### src/rtl/seg7_scan_driver.sv
`default_nettype none
// ============================================================================
// Module      : seg7_scan_driver
// Description : Time-multiplexed 4-digit 7-segment driver. Snapshots BCD/DP
//               once per scan frame, so a frame is never torn. Inserts one
//               blanked select cycle at each digit change to stop ghosting.
//               Optional macro SEG7_LEADING_ZERO_BLANK_EN blanks leading zeros
//               on digits 3..1.
// Revision    : 1.0 - initial release
// ============================================================================
module seg7_scan_driver #(
    parameter int SCAN_MAX = 1000
) (
    input  logic        CLK,
    input  logic        RESET,
    input  logic [15:0] BCD,
    input  logic [3:0]  DP,
    output logic [7:0]  LED,
    output logic [3:0]  SA,
    output logic        FRAME
);

    localparam int PCNT_W = (SCAN_MAX > 2) ? $clog2(SCAN_MAX) : 1;
    localparam logic [PCNT_W-1:0] c_PCNT_LAST = PCNT_W'(SCAN_MAX - 1);
    localparam logic [PCNT_W-1:0] c_PCNT_ONE  = PCNT_W'(1);

    logic [PCNT_W-1:0] r_pcnt;
    logic [1:0]        r_idx;
    logic [15:0]       r_sh_bcd;
    logic [3:0]        r_sh_dp;
    logic              r_prime;
    logic              r_frame;
    logic [7:0]        r_led;
    logic [3:0]        r_sa;

    logic              w_last;
    logic              w_load;
    logic [3:0]        w_digit;
    logic [6:0]        w_seg;
    logic              w_blank;

    // Segment pattern for one BCD value; 10..15 render as a dash.
    function automatic logic [6:0] seg_decode(input logic [3:0] val);
        logic [6:0] s;
        case (val)
            4'd0:    s = 7'h3F;
            4'd1:    s = 7'h06;
            4'd2:    s = 7'h5B;
            4'd3:    s = 7'h4F;
            4'd4:    s = 7'h66;
            4'd5:    s = 7'h6D;
            4'd6:    s = 7'h7D;
            4'd7:    s = 7'h07;
            4'd8:    s = 7'h7F;
            4'd9:    s = 7'h6F;
            default: s = 7'h40;
        endcase
        return s;
    endfunction

    // Slot timing, snapshot strobe and current digit selection.
    always_comb begin
        w_last  = (r_pcnt == c_PCNT_LAST);
        w_load  = r_prime || (w_last && (r_idx == 2'd3));
        w_digit = r_sh_bcd[r_idx*4 +: 4];
    end

`ifdef SEG7_LEADING_ZERO_BLANK_EN
    // A digit blanks only when it and every digit to its left hold zero.
    always_comb begin
        w_blank = 1'b0;
        case (r_idx)
            2'd3:    w_blank = (r_sh_bcd[15:12] == 4'd0);
            2'd2:    w_blank = (r_sh_bcd[15:8]  == 8'd0);
            2'd1:    w_blank = (r_sh_bcd[15:4]  == 12'd0);
            default: w_blank = 1'b0;
        endcase
    end
`else
    // Without leading-zero suppression every digit decodes normally.
    always_comb begin
        w_blank = 1'b0;
    end
`endif

    // Segment pattern for the digit being scanned.
    always_comb begin
        w_seg = w_blank ? 7'h00 : seg_decode(w_digit);
    end

    // Prescaler and digit index: advance one slot every SCAN_MAX clocks.
    always_ff @(posedge CLK or posedge RESET) begin
        if (RESET) begin
            r_pcnt <= '0;
            r_idx  <= 2'd0;
        end else if (w_last) begin
            r_pcnt <= '0;
            r_idx  <= r_idx + 2'd1;
        end else begin
            r_pcnt <= r_pcnt + c_PCNT_ONE;
        end
    end

    // Shadow snapshot on the first post-reset edge and at every frame wrap.
    always_ff @(posedge CLK or posedge RESET) begin
        if (RESET) begin
            r_sh_bcd <= 16'h0000;
            r_sh_dp  <= 4'h0;
            r_prime  <= 1'b1;
            r_frame  <= 1'b0;
        end else begin
            if (w_load) begin
                r_sh_bcd <= BCD;
                r_sh_dp  <= DP;
            end
            r_prime <= 1'b0;
            r_frame <= w_load;
        end
    end

    // Registered display outputs; select goes dark on the last slot cycle.
    always_ff @(posedge CLK or posedge RESET) begin
        if (RESET) begin
            r_led <= 8'h00;
            r_sa  <= 4'h0;
        end else begin
            r_led <= {r_sh_dp[r_idx], w_seg};
            r_sa  <= w_last ? 4'h0 : (4'b0001 << r_idx);
        end
    end

    assign LED   = r_led;
    assign SA    = r_sa;
    assign FRAME = r_frame;

endmodule
`default_nettype wire

### config.mk
export PLATFORM = sky130hd
export DESIGN_NAME = seg7_scan_driver
export DESIGN_NICKNAME = d
export VERILOG_FILES = /design/src/rtl/seg7_scan_driver.sv
export SDC_FILE = /design/constraint.sdc
export NUM_CORES = 1
export LEC_CHECK = 0
export CORE_ASPECT_RATIO = 0.5
export CORE_MARGIN = 3
export CORE_UTILIZATION = 53
export CTS_CLUSTER_DIAMETER = 80
export CTS_CLUSTER_SIZE = 25
export DETAILED_ROUTE_END_ITERATION = 10
export PLACE_DENSITY_LB_ADDON = 0.15
export SYNTH_ARGS = -nofsm -noshare
export SYNTH_HDL_FRONTEND = slang
export SYNTH_SLANG_ARGS = --single-unit
export TNS_END_PERCENT = 20
### constraint.sdc
create_clock -name CLK -period 2.5 [get_ports CLK]
set_input_delay 0.375 -clock CLK [delete_from_list [all_inputs] [get_ports CLK]]
set_output_delay 0.375 -clock CLK [all_outputs]
set_load 0.01 [all_outputs]
[Word-level counts from Yosys, hierarchy flattened]
Memory sizes are Yosys's and may differ from the RTL's. A register that Yosys moved wholly into a read port is not among the register bits.
Index checks and enable logic that the tools add are counted.
Storage, ports and cells
  memories: 1
  output and inout port bits: 13
  bits in read-only memories: 112
  logic and storage cells: 22
  input port bits: 22
  register bits: 46
Memory list
  (no name shown): depth 16, width 7, rd ports 1, clocked after memory_dff 1, write ports 0, RTL line 45  | case (val)
Cells by class
  eq/ne operators: 2
  $lt $le $gt $ge: 1
  shifts and indexed selects: 2
  reduce and logical (&&, ||, !) cells: 2
  add/subtract/negate cells: 2
  mux-type cells: 4
Operators with widths (number)
  $shiftx A16 B5 Y4: 1
  $add A10 B1 Y10 const B: 1
  $eq A10 B10 Y1 const B: 1
  $mux W10: 1
  $mux W4: 1
  $shl A1 B2 Y4 const A: 1
  $lt A2 B3 Y1 const B: 1
  $add A2 B1 Y2 const B: 1
  $bmux W1 S2: 1
  $eq A2 B2 Y1 const B: 1
  $logic_and A1 B1 Y1: 1
  $logic_or A1 B1 Y1: 1
  $mux W1: 1

[Depth between registers and ports, before layout]
Gate-level depths: netlist (run 1).
  depth in word-level cells: 3
  depth in mapped cells: 6
  mapped depth without buffers: 5

[Least setup slack after synthesis (run 1)]
No wires, ideal clock.
  kind: reg-to-reg
  start point: reg r_idx[0]
  end point: reg r_led[3], in the netlist LED[3]
  path buffers: 1
  cell stages (with the launch flop): 6
  setup time: 0.119 ns
  clock period less this slack: 1.955 ns
  data required time: 2.381 ns
  data arrival time: 1.837 ns
  path slack: 0.545 ns
  cell sequence: dfrtp_1 > clkbuf_1 > mux4_2 > inv_1 > ha_1 > o21a_1
Between the ends
  longest elaborated chain between the ends: 1
RTL lines
  start, declared: RTL line 28  | logic [1:0] r_idx;
  start signal, assigned: RTL line 98  | r_idx <= r_idx + 2'd1;
  $shiftx A16 B5 Y4: RTL line 65  | w_digit = r_sh_bcd[r_idx*4 +: 4];
  end, declared: RTL line 33  | logic [7:0] r_led;
Every way passes these cells.
A chain may end at the register's enable or synchronous reset.

[Worst setup path after layout (run 1)]
  start point: reg r_idx[0]
  end point: reg r_led[0], in the netlist LED[0]
Same word-level chain as after synthesis.

==> impl_metrics.csv, run 1 <==
group,metric,value,unit
floorplan,num_rows,15,
timing,finClkSkew,6.42,ps
place,numPortBuffers,34,
yosys,muxShareOfSynthArea,0.190,
drt,viasPerCell,5.13,
yosys,ys_warn_count,0,
cells_and_area,postLayoutCellArea,2670,sq um
yosys,yosysTopAreaCell,"dfrtp_1",
drt,vias,1271,
grt,grt_pass1_vias,1253,
yosys,synth_fa_ha_area_frac,0.0638,
cells_and_area,nets,229,
timing,finalHoldViolations,0,
cts,h-tree-depth,2,
cts,cts-resized-gates,0,
place,place_ws,451,ps
place,gp_congestion,0.776,
timing,worst_pin_slew,852,ps
power_and_ir_drop,p_leak,1.18,nW
setup_path,start_kind,"flop",
setup_path,reg2regPathDepth,4,
cts,cts_root_buf,"clkbuf_8",
cts,cts_tree,"done",
yosys,synth_flop_cell,"dfrtp_1",
timing,rsz0062_at_grt,"false",
place,place_hpwl,2600,microns
setup_path,critPathKind,"reg -> reg",
drt,firstDrtPassIters,4,
cts,postCtsHoldBufs,0,
timing,finalSetupViolCount,0,
timing,slew_violations,0,
grt,grt_start_max_net_pins,26,
yosys,async_flop_share,1.00,
yosys,synth_area_leaders,"dfrtp_1, mux2_4, ha_1",
setup_path,path_max_fanout,9,
timing,worst_slack,445,ps
grt,grt_overflow,0,
yosys,avgSynthCellArea,13.7,sq um
grt,grt_usage,0.174,
drt,routed_wl,3600,microns
timing,fin_tns_setup,0,ps
cts,cts.path.max_buffers,2,
status,outcome,"completed",
cts,clk_pin_slew_worst_paths,80,ps
drt,postRouteAntennaNets,0,
setup_path,arrival,2260,ps
cts,postCtsSetupBuffers,0,
cts,cts.sinks,46,
yosys,synth_compound_area_frac,0.0609,
drt,drtIter0Drc,22,
yosys,ys_ff_latch,46,
floorplan,core,3660,sq um
floorplan,start_util,0.589,
yosys,synth_area,2160,sq um
cells_and_area,n_antenna_cell,0,
worst_hold_path,hp-class,"in -> async",
power_and_ir_drop,power_per_cell_area,598,nW/um^2
power_and_ir_drop,irDropWorstVdd,323,uV
timing,clock.fmax,0.487,GHz
grt,grt_antenna_before_repair,0,
drt,route.detailed.drc,0,
place,place_area,2560,sq um
yosys,synth-simple-area-share,0.0888,
timing,period_share,0.822,
timing,whs,462,ps
cells_and_area,synthToLayoutAreaGrowth,23.7,%
cts,cts_buffers,5,
drt,wl_per_cell,14.5,microns
yosys,synth_xor_area_frac,0.0284,
setup_path,required,2710,ps
run,cap_viol_max_count,0,
timing,period_needed,2050,ps
cells_and_area,layout-drive-gt1-share,0.188,
yosys,yosys.cell_types.count,37,
yosys,synth_top_family_by_area,"multiplexers",
floorplan,die_area,4920,sq um
yosys,ys_seq_area_frac,0.535,
yosys,yosysTopAreaCellShare,0.522,
timing,max-slew-margin-rel,0.429,
floorplan,dieWidth,96.2,microns
yosys,synth_edf_count,0,
floorplan,fp.dieH,51.1,microns
setup_path,end_kind,"flop",
yosys,synth_cells,157,
grt,grt_pass1_wl,6220,microns
floorplan,io_pins,35,
yosys,syn-num-nets,190,
cts,clk_latency,290,ps
-- cell type report --
cell class / count / area (sq um)
clock buffer: 7 / 76.3
clock inverter: 1 / 30.0
fill: 265 / 993
inverter: 9 / 33.8
multi-input combinational: 97 / 935
sequential: 46 / 1150
tap: 51 / 63.8
timing repair buffer: 37 / 375
-- critical path, stage by stage (launching register included) --
cell and delay, ps:
dfrtp_1 650, mux4_2 660, o21a_1 230, a31oi_1 220, a21boi_0 210
-- placed cells by master, fill, tap and decap left out, types with 3 or more instances in the layout --
| cell | count |
|---|---|
| inv_1 | 8 |
| clkbuf_8 | 5 |
| nor2b_1 | 5 |
| ha_1 | 11 |
| o21ai_0 | 3 |
| nor2_1 | 9 |
| nand3_1 | 6 |
| dfrtp_1 | 45 |
| mux2_4 | 19 |
| xnor2_1 | 3 |
| mux4_2 | 5 |
| clkdlybuf4s50_1 | 34 |
| nand2_1 | 6 |
| xor2_1 | 4 |
-- cells in the mapped netlist, drive strengths merged (2+ instances only) --
cell type	count
or3	2
o21a	2
buf	3
nor3	2
inv	9
nor2b	5
clkbuf	2
xor2	4
xnor2	3
ha	11
a21oi	2
o31ai	2
nor2	9
o311ai	2
nand3	6
mux2	20
o21ai	3
nand2	6
dfrtp	45
mux4	5
-- flip-flops by register name, summed over array words and instances, names as in the netlist --
| name | cells |
|---|---|
| r_sh_bcd | 16 |
| r_pcnt | 10 |
| LED | 8 |
| SA | 4 |
| r_sh_dp | 4 |
| r_idx | 2 |
| FRAME | 1 |
| r_prime | 1 |
-- path summary, 6_finish.rpt --
check / startpoint / to / slack (ps)
min in group CLK: r_pcnt[0] / r_pcnt[0] / 510
max in group asynchronous: RESET / r_prime / 1420
hold reg to reg: r_pcnt[0] / r_pcnt[0] / 510
hold / removal: RESET / r_sh_bcd[6] / 460
setup / recovery: r_idx[0] / LED[0] / 450
setup reg to reg: r_idx[0] / LED[0] / 450
-- routing by layer --
metal / track usage / up-vias / share of wire
met2: 0.239 / 30 / 0.41
met3: 0.0676 / 4 / 0.060
met5: 0 / - / 0
met1: 0.255 / 618 / 0.52
li1: - / 619 / -
met4: 0.0448 / 0 / 0.010
-- per-stage QoR --
stage               instances  utilization  power [mW]
floorplan                 157            -       0.969
global placement          240        0.699        1.07
detailed placement        240        0.699        1.07
CTS                       248        0.729        1.61
global route              248        0.729        1.67
finish                    248        0.729        1.59
-- where the power goes --
part / total (mW) / switching, mW / internal [mW]
logic: 0.232 / 0.0876 / 0.145
clock network: 0.538 / 0.238 / 0.299
registers: 0.824 / 0.0269 / 0.798
total: 1.59 / 0.353 / 1.24
-- cells by family (layout without fill, tap and decap cells) --
logic type               count (synthesis)  after routing
multiplexers                            25             25
flip-flops                              46             46
XOR/XNOR                                 7              7
AO/OA/AOI/OAI                           18             18
adder cells (fa/ha/maj)                 11             11
AND/OR/NAND/NOR                         35             35
other                                    1              1
buffers and inverters                   14             54
No activity file was read; power rests on OpenSTA's default activity.
==> run 2, diff against run 1 <==
- clock period: 2.5 -> 2 ns (I/O delays scaled with it)
==> impl_metrics.csv, run 2 (synthesis results as in run 1) <==
group,metric,value,unit
cells_and_area,fillers,253,
grt,grt_pass1_vias,1390,
setup_path,critPathCapture,"r_sh_bcd[3]",
floorplan,dieWidth,96.2,microns
floorplan,io_pins,35,
floorplan,start_util,0.589,
cells_and_area,top_register,"r_sh_bcd",
cts,cts_root_buf,"clkbuf_8",
cells_and_area,nets,236,
timing,worst_slack,98.3,ps
timing,fin_tns_setup,0,ps
power_and_ir_drop,irDropWorstVdd,388,uV
status,outcome,"completed",
grt,grt_start_max_net_pins,23,
grt,grt_overflow,0,
run,cap_viol_max_count,0,
setup_path,required,2190,ps
timing,finalSetupViolCount,0,
floorplan,fp.dieH,51.1,microns
cts,postCtsHoldBufs,0,
place,place_hpwl,2760,microns
drt,firstDrtPassIters,4,
timing,clock.fmax,0.526,GHz
setup_path,reg2reg_to,"r_sh_bcd[3]",
power_and_ir_drop,power_per_cell_area,744,nW/um^2
cts,cts.sinks,46,
grt,grt_usage,0.182,
drt,vias,1341,
cells_and_area,postLayoutCellArea,2730,sq um
grt,grt_antenna_before_repair,0,
drt,route.detailed.drc,0,
timing,slew_violations,0,
cells_and_area,seqCellArea,1150,sq um
cts,cts_buffers,5,
timing,period_needed,1900,ps
cts,clk_latency,300,ps
drt,postRouteAntennaNets,0,
cells_and_area,n_antenna_cell,0,
floorplan,num_rows,15,
cts,cts_tree,"done",
setup_path,ff2ff_setup_slack,100,ps
setup_path,critPathKind,"reg -> reg",
drt,top_layer_used,"met4",
place,numPortBuffers,34,
floorplan,core,3660,sq um
setup_path,cp-startpoint,"r_pcnt[1]",
cells_and_area,synthToLayoutAreaGrowth,26.5,%
drt,wl_met1,1900,microns
timing,finalHoldViolations,0,
place,placed_cells,246,
timing,finClkSkew,4.77,ps
floorplan,die_area,4920,sq um
drt,wl_per_cell,14.8,microns
timing,rsz0062_at_grt,"false",
setup_path,end_kind,"flop",
setup_path,arrival,2090,ps
cells_and_area,layout-drive-gt1-share,0.227,
setup_path,start_kind,"flop",
setup_path,path_max_fanout,21,
power_and_ir_drop,p_leak,1.22,nW
cells_and_area,fin_util,0.745,
place,gp_congestion,0.921,
cts,clk_pin_slew_worst_paths,80,ps
drt,drtIter0Drc,43,
cells_and_area,final_cell_mix,"dfrtp_1, clkdlybuf4s50_1, mux2_4",
cells_and_area,largest_reg_flops,16,
cells_and_area,multi_input_area,935,sq um
place,place_ws,7.07,ps
worst_hold_path,hp-class,"in -> async",
grt,grt_pass1_wl,6590,microns
setup_path,timing.rr.start,"r_pcnt[1]",
cells_and_area,instances_no_fill,254,
timing,period_share,0.951,
drt,wl_met2,1520,microns
drt,wl_met3,245,microns
place,place_area,2610,sq um
cts,cts.path.max_buffers,2,
drt,viasPerCell,5.28,
cells_and_area,layout_commonest_cell,"dfrtp_1",
setup_path,reg2regPathDepth,6,
cts,h-tree-depth,2,
drt,routed_wl,3750,microns
[run 2: cell types whose count changed in the layout (fill, tap and decap cells not counted), sizes merged]
cell,delta
buf,+7
clkbuf,-1
[run 2: cell type report]
| class | count | share of cell area |
|---|---|---|
| inverter | 9 | 0.0124 |
| tap | 51 | 0.0234 |
| clock buffer | 6 | 0.0303 |
| sequential | 46 | 0.423 |
| clock inverter | 1 | 0.0110 |
| timing repair buffer | 44 | 0.157 |
| multi-input combinational | 97 | 0.343 |
[run 2: stage by stage]
step | total power, mW | hold slack, ps
after floorplan | 1.21 | 449
after global placement | 1.34 | 493
after detailed placement | 1.35 | 493
after CTS | 2.04 | 281
after global routing | 2.11 | 291
final | 2.03 | 269
[run 2: how the worst min path moves through the flow]
stage | start | end | slack, ps | cells past startpoint
after detailed placement | r_sh_bcd[0] | r_sh_bcd[0] | 490 | 1
after CTS | RESET | LED[5] | 280 | 2
after global routing | RESET | LED[5] | 290 | 2
final | RESET | r_pcnt[9] | 270 | 2
after global placement | r_pcnt[4] | r_pcnt[4] | 490 | 1
after floorplan | BCD[10] | r_sh_bcd[10] | 450 | 1
[run 2: repair_timing]
| item | CTS | global route |
|---|---|---|
| endpoints found under the setup margin | 1 | 1 |
| resized for setup | 1 | 1 |
| setup buffers | 0 | 1 |
[run 2: worst max-delay path, stage by stage, from the launching register on]
cell	delay, ps
dfrtp_1	430
ha_1	210
nand3_1	180
nor4_4	360
a21oi_2	120
buf_12	180
mux2_4	310
[run 2: power breakdown]
group	total, mW	switching, mW	internal [mW]
clock network	0.703	0.303	0.400
registers	1.03	0.0338	0.997
logic	0.294	0.111	0.183
[run 2: per-layer routing]
layer,vias up,GRT usage
li1,627,-
met3,13,0.0618
met4,0,0.0637
met1,647,0.257
met2,54,0.263
met5,-,0
==> run 3, diff against run 2 <==
- CORE_ASPECT_RATIO: 0.5 -> 1.1
- CTS_BUF_LIST: default -> sky130_fd_sc_hd__clkbuf_16
- SETUP_SLACK_MARGIN: default -> 0.1
==> impl_metrics.csv, run 3 (synthesis results as in run 1) <==
group,metric,value,unit
place,gp_congestion,0.834,
timing,rsz0062_at_grt,"true",
cells_and_area,n_antenna_cell,0,
setup_path,timing.rr.start,"r_pcnt[4]",
power_and_ir_drop,internal_power,1.63,mW
power_and_ir_drop,swShare,0.219,
place,place_ws,112,ps
cells_and_area,nets,233,
place,place_hpwl,2820,microns
timing,whs,330,ps
setup_path,start_kind,"flop",
drt,routed_wl,3790,microns
run,cap_viol_max_count,0,
drt,vias,1337,
setup_path,end_kind,"flop",
floorplan,core,3770,sq um
cts,h-tree-depth,2,
cells_and_area,synthToLayoutAreaGrowth,27.7,%
cells_and_area,layout-drive-gt1-share,0.215,
timing,worst_pin_slew,619,ps
power_and_ir_drop,switchingPower,0.457,mW
drt,drtIter0Drc,70,
grt,grt_antenna_before_repair,0,
setup_path,reg2reg_to,"r_sh_bcd[2]",
power_and_ir_drop,p_clk_frac,0.363,
cells_and_area,layout_commonest_cell,"dfrtp_1",
cts,cts.path.max_buffers,2,
drt,route.detailed.drc,0,
floorplan,start_util,0.572,
setup_path,path_max_fanout,21,
cells_and_area,postLayoutCellArea,2750,sq um
floorplan,dieWidth,66.8,microns
drt,wl_per_cell,15.2,microns
grt,grt_pass1_vias,1459,
setup_path,arrival,1970,ps
setup_path,cp-startpoint,"r_pcnt[4]",
setup_path,ff2ff_setup_slack,190,ps
timing,max-slew-margin-rel,0.585,
status,outcome,"completed",
power_and_ir_drop,seqPwrFrac,0.496,
cts,postCtsSetupBuffers,0,
floorplan,num_rows,23,
grt,grt_usage,0.188,
power_and_ir_drop,comb_power_share,0.141,
power_and_ir_drop,power_per_cell_area,758,nW/um^2
timing,slew_violations,0,
timing,finalHoldViolations,0,
cells_and_area,top_register,"r_sh_bcd",
grt,grt_overflow,0,
cts,clk_latency,280,ps
worst_hold_path,hp-class,"in -> async",
drt,viasPerCell,5.35,
cts,cts_buffers,5,
cells_and_area,final_cell_mix,"dfrtp_1, clkdlybuf4s50_1, mux2_4",
place,place_area,2600,sq um
cts,cts_root_buf,"clkbuf_16",
timing,finClkSkew,5.25,ps
cells_and_area,largest_reg_flops,16,
timing,worst_slack,194,ps
timing,finalSetupViolCount,0,
floorplan,die_area,4870,sq um
setup_path,reg2regPathDepth,5,
drt,firstDrtPassIters,6,
cts,clk_pin_slew_worst_paths,60,ps
timing,clock.fmax,0.554,GHz
grt,grt_pass1_wl,6730,microns
setup_path,required,2170,ps
timing,period_share,0.903,
drt,postRouteAntennaNets,0,
place,numPortBuffers,34,
floorplan,fp.dieH,72.9,microns
grt,grt_start_max_net_pins,31,
setup_path,critPathKind,"reg -> reg",
power_and_ir_drop,p_leak,1.23,nW
timing,fin_tns_setup,0,ps
floorplan,io_pins,35,
cts,cts_tree,"done",
power_and_ir_drop,irDropWorstVdd,536,uV
cts,cts.sinks,46,
timing,period_needed,1810,ps
==> run 3: per-stage QoR <==
stage	instances	power (mW)	utilization
5_1_grt	250	2.18	0.730
3_5_place_dp	243	1.35	0.690
2_1_floorplan	157	1.21	-
4_1_cts	250	2.11	0.727
6_report	250	2.09	0.730
3_3_place_gp	243	1.33	0.690
==> run 3: area by class of cell <==
type	instances	area, sq um
clock buffer	5	125
clock inverter	2	7.51
fill	251	1020
inverter	9	33.8
multi-input combinational	97	952
sequential	46	1150
tap	50	62.6
timing repair buffer	41	418
==> run 3: worst max-delay path, stage by stage (launching register included) <==
cell,delay (ps)
dfrtp_1,410
or3b_1,450
nor4_4,210
a21oi_2,110
buf_12,180
mux2_4,320
==> run 3: what timing repair did <==
item                                   4_1_cts  5_1_grt
hold buffers                                 0        0
pin swaps                                    0        1
endpoints found under the hold margin        0        0
setup endpoints to repair                    1       24
gates resized for setup                      1        3
cloned                                       0        0
==> run 3: how the worst max path moves through the flow <==
stage                         to  slack [ps]  cells after the start
floorplan           r_sh_bcd[10]         150                      5
global placement          LED[3]         160                      4
detailed placement   r_sh_bcd[2]         110                      6
CTS                  r_sh_bcd[2]         110                      5
global route         r_sh_bcd[2]         100                      6
finish               r_sh_bcd[2]         190                      5
==> run 3: metal layers <==
layer | vias up | track usage | share of wire
li1 | 630 | - | -
met1 | 662 | 0.227 | 0.40
met2 | 35 | 0.312 | 0.52
met3 | 10 | 0.0570 | 0.052
met4 | 0 | 0.0790 | 0.026
met5 | - | 0 | 0
==> run 3: power groups by stage <==
stage,Sequential [mW],Combinational (mW),Clock (mW)
finish,1.03,0.294,0.758
CTS,1.03,0.298,0.775
global route,1.04,0.321,0.818
detailed placement,1.05,0.297,0
global placement,1.05,0.287,0
floorplan,1.05,0.158,0
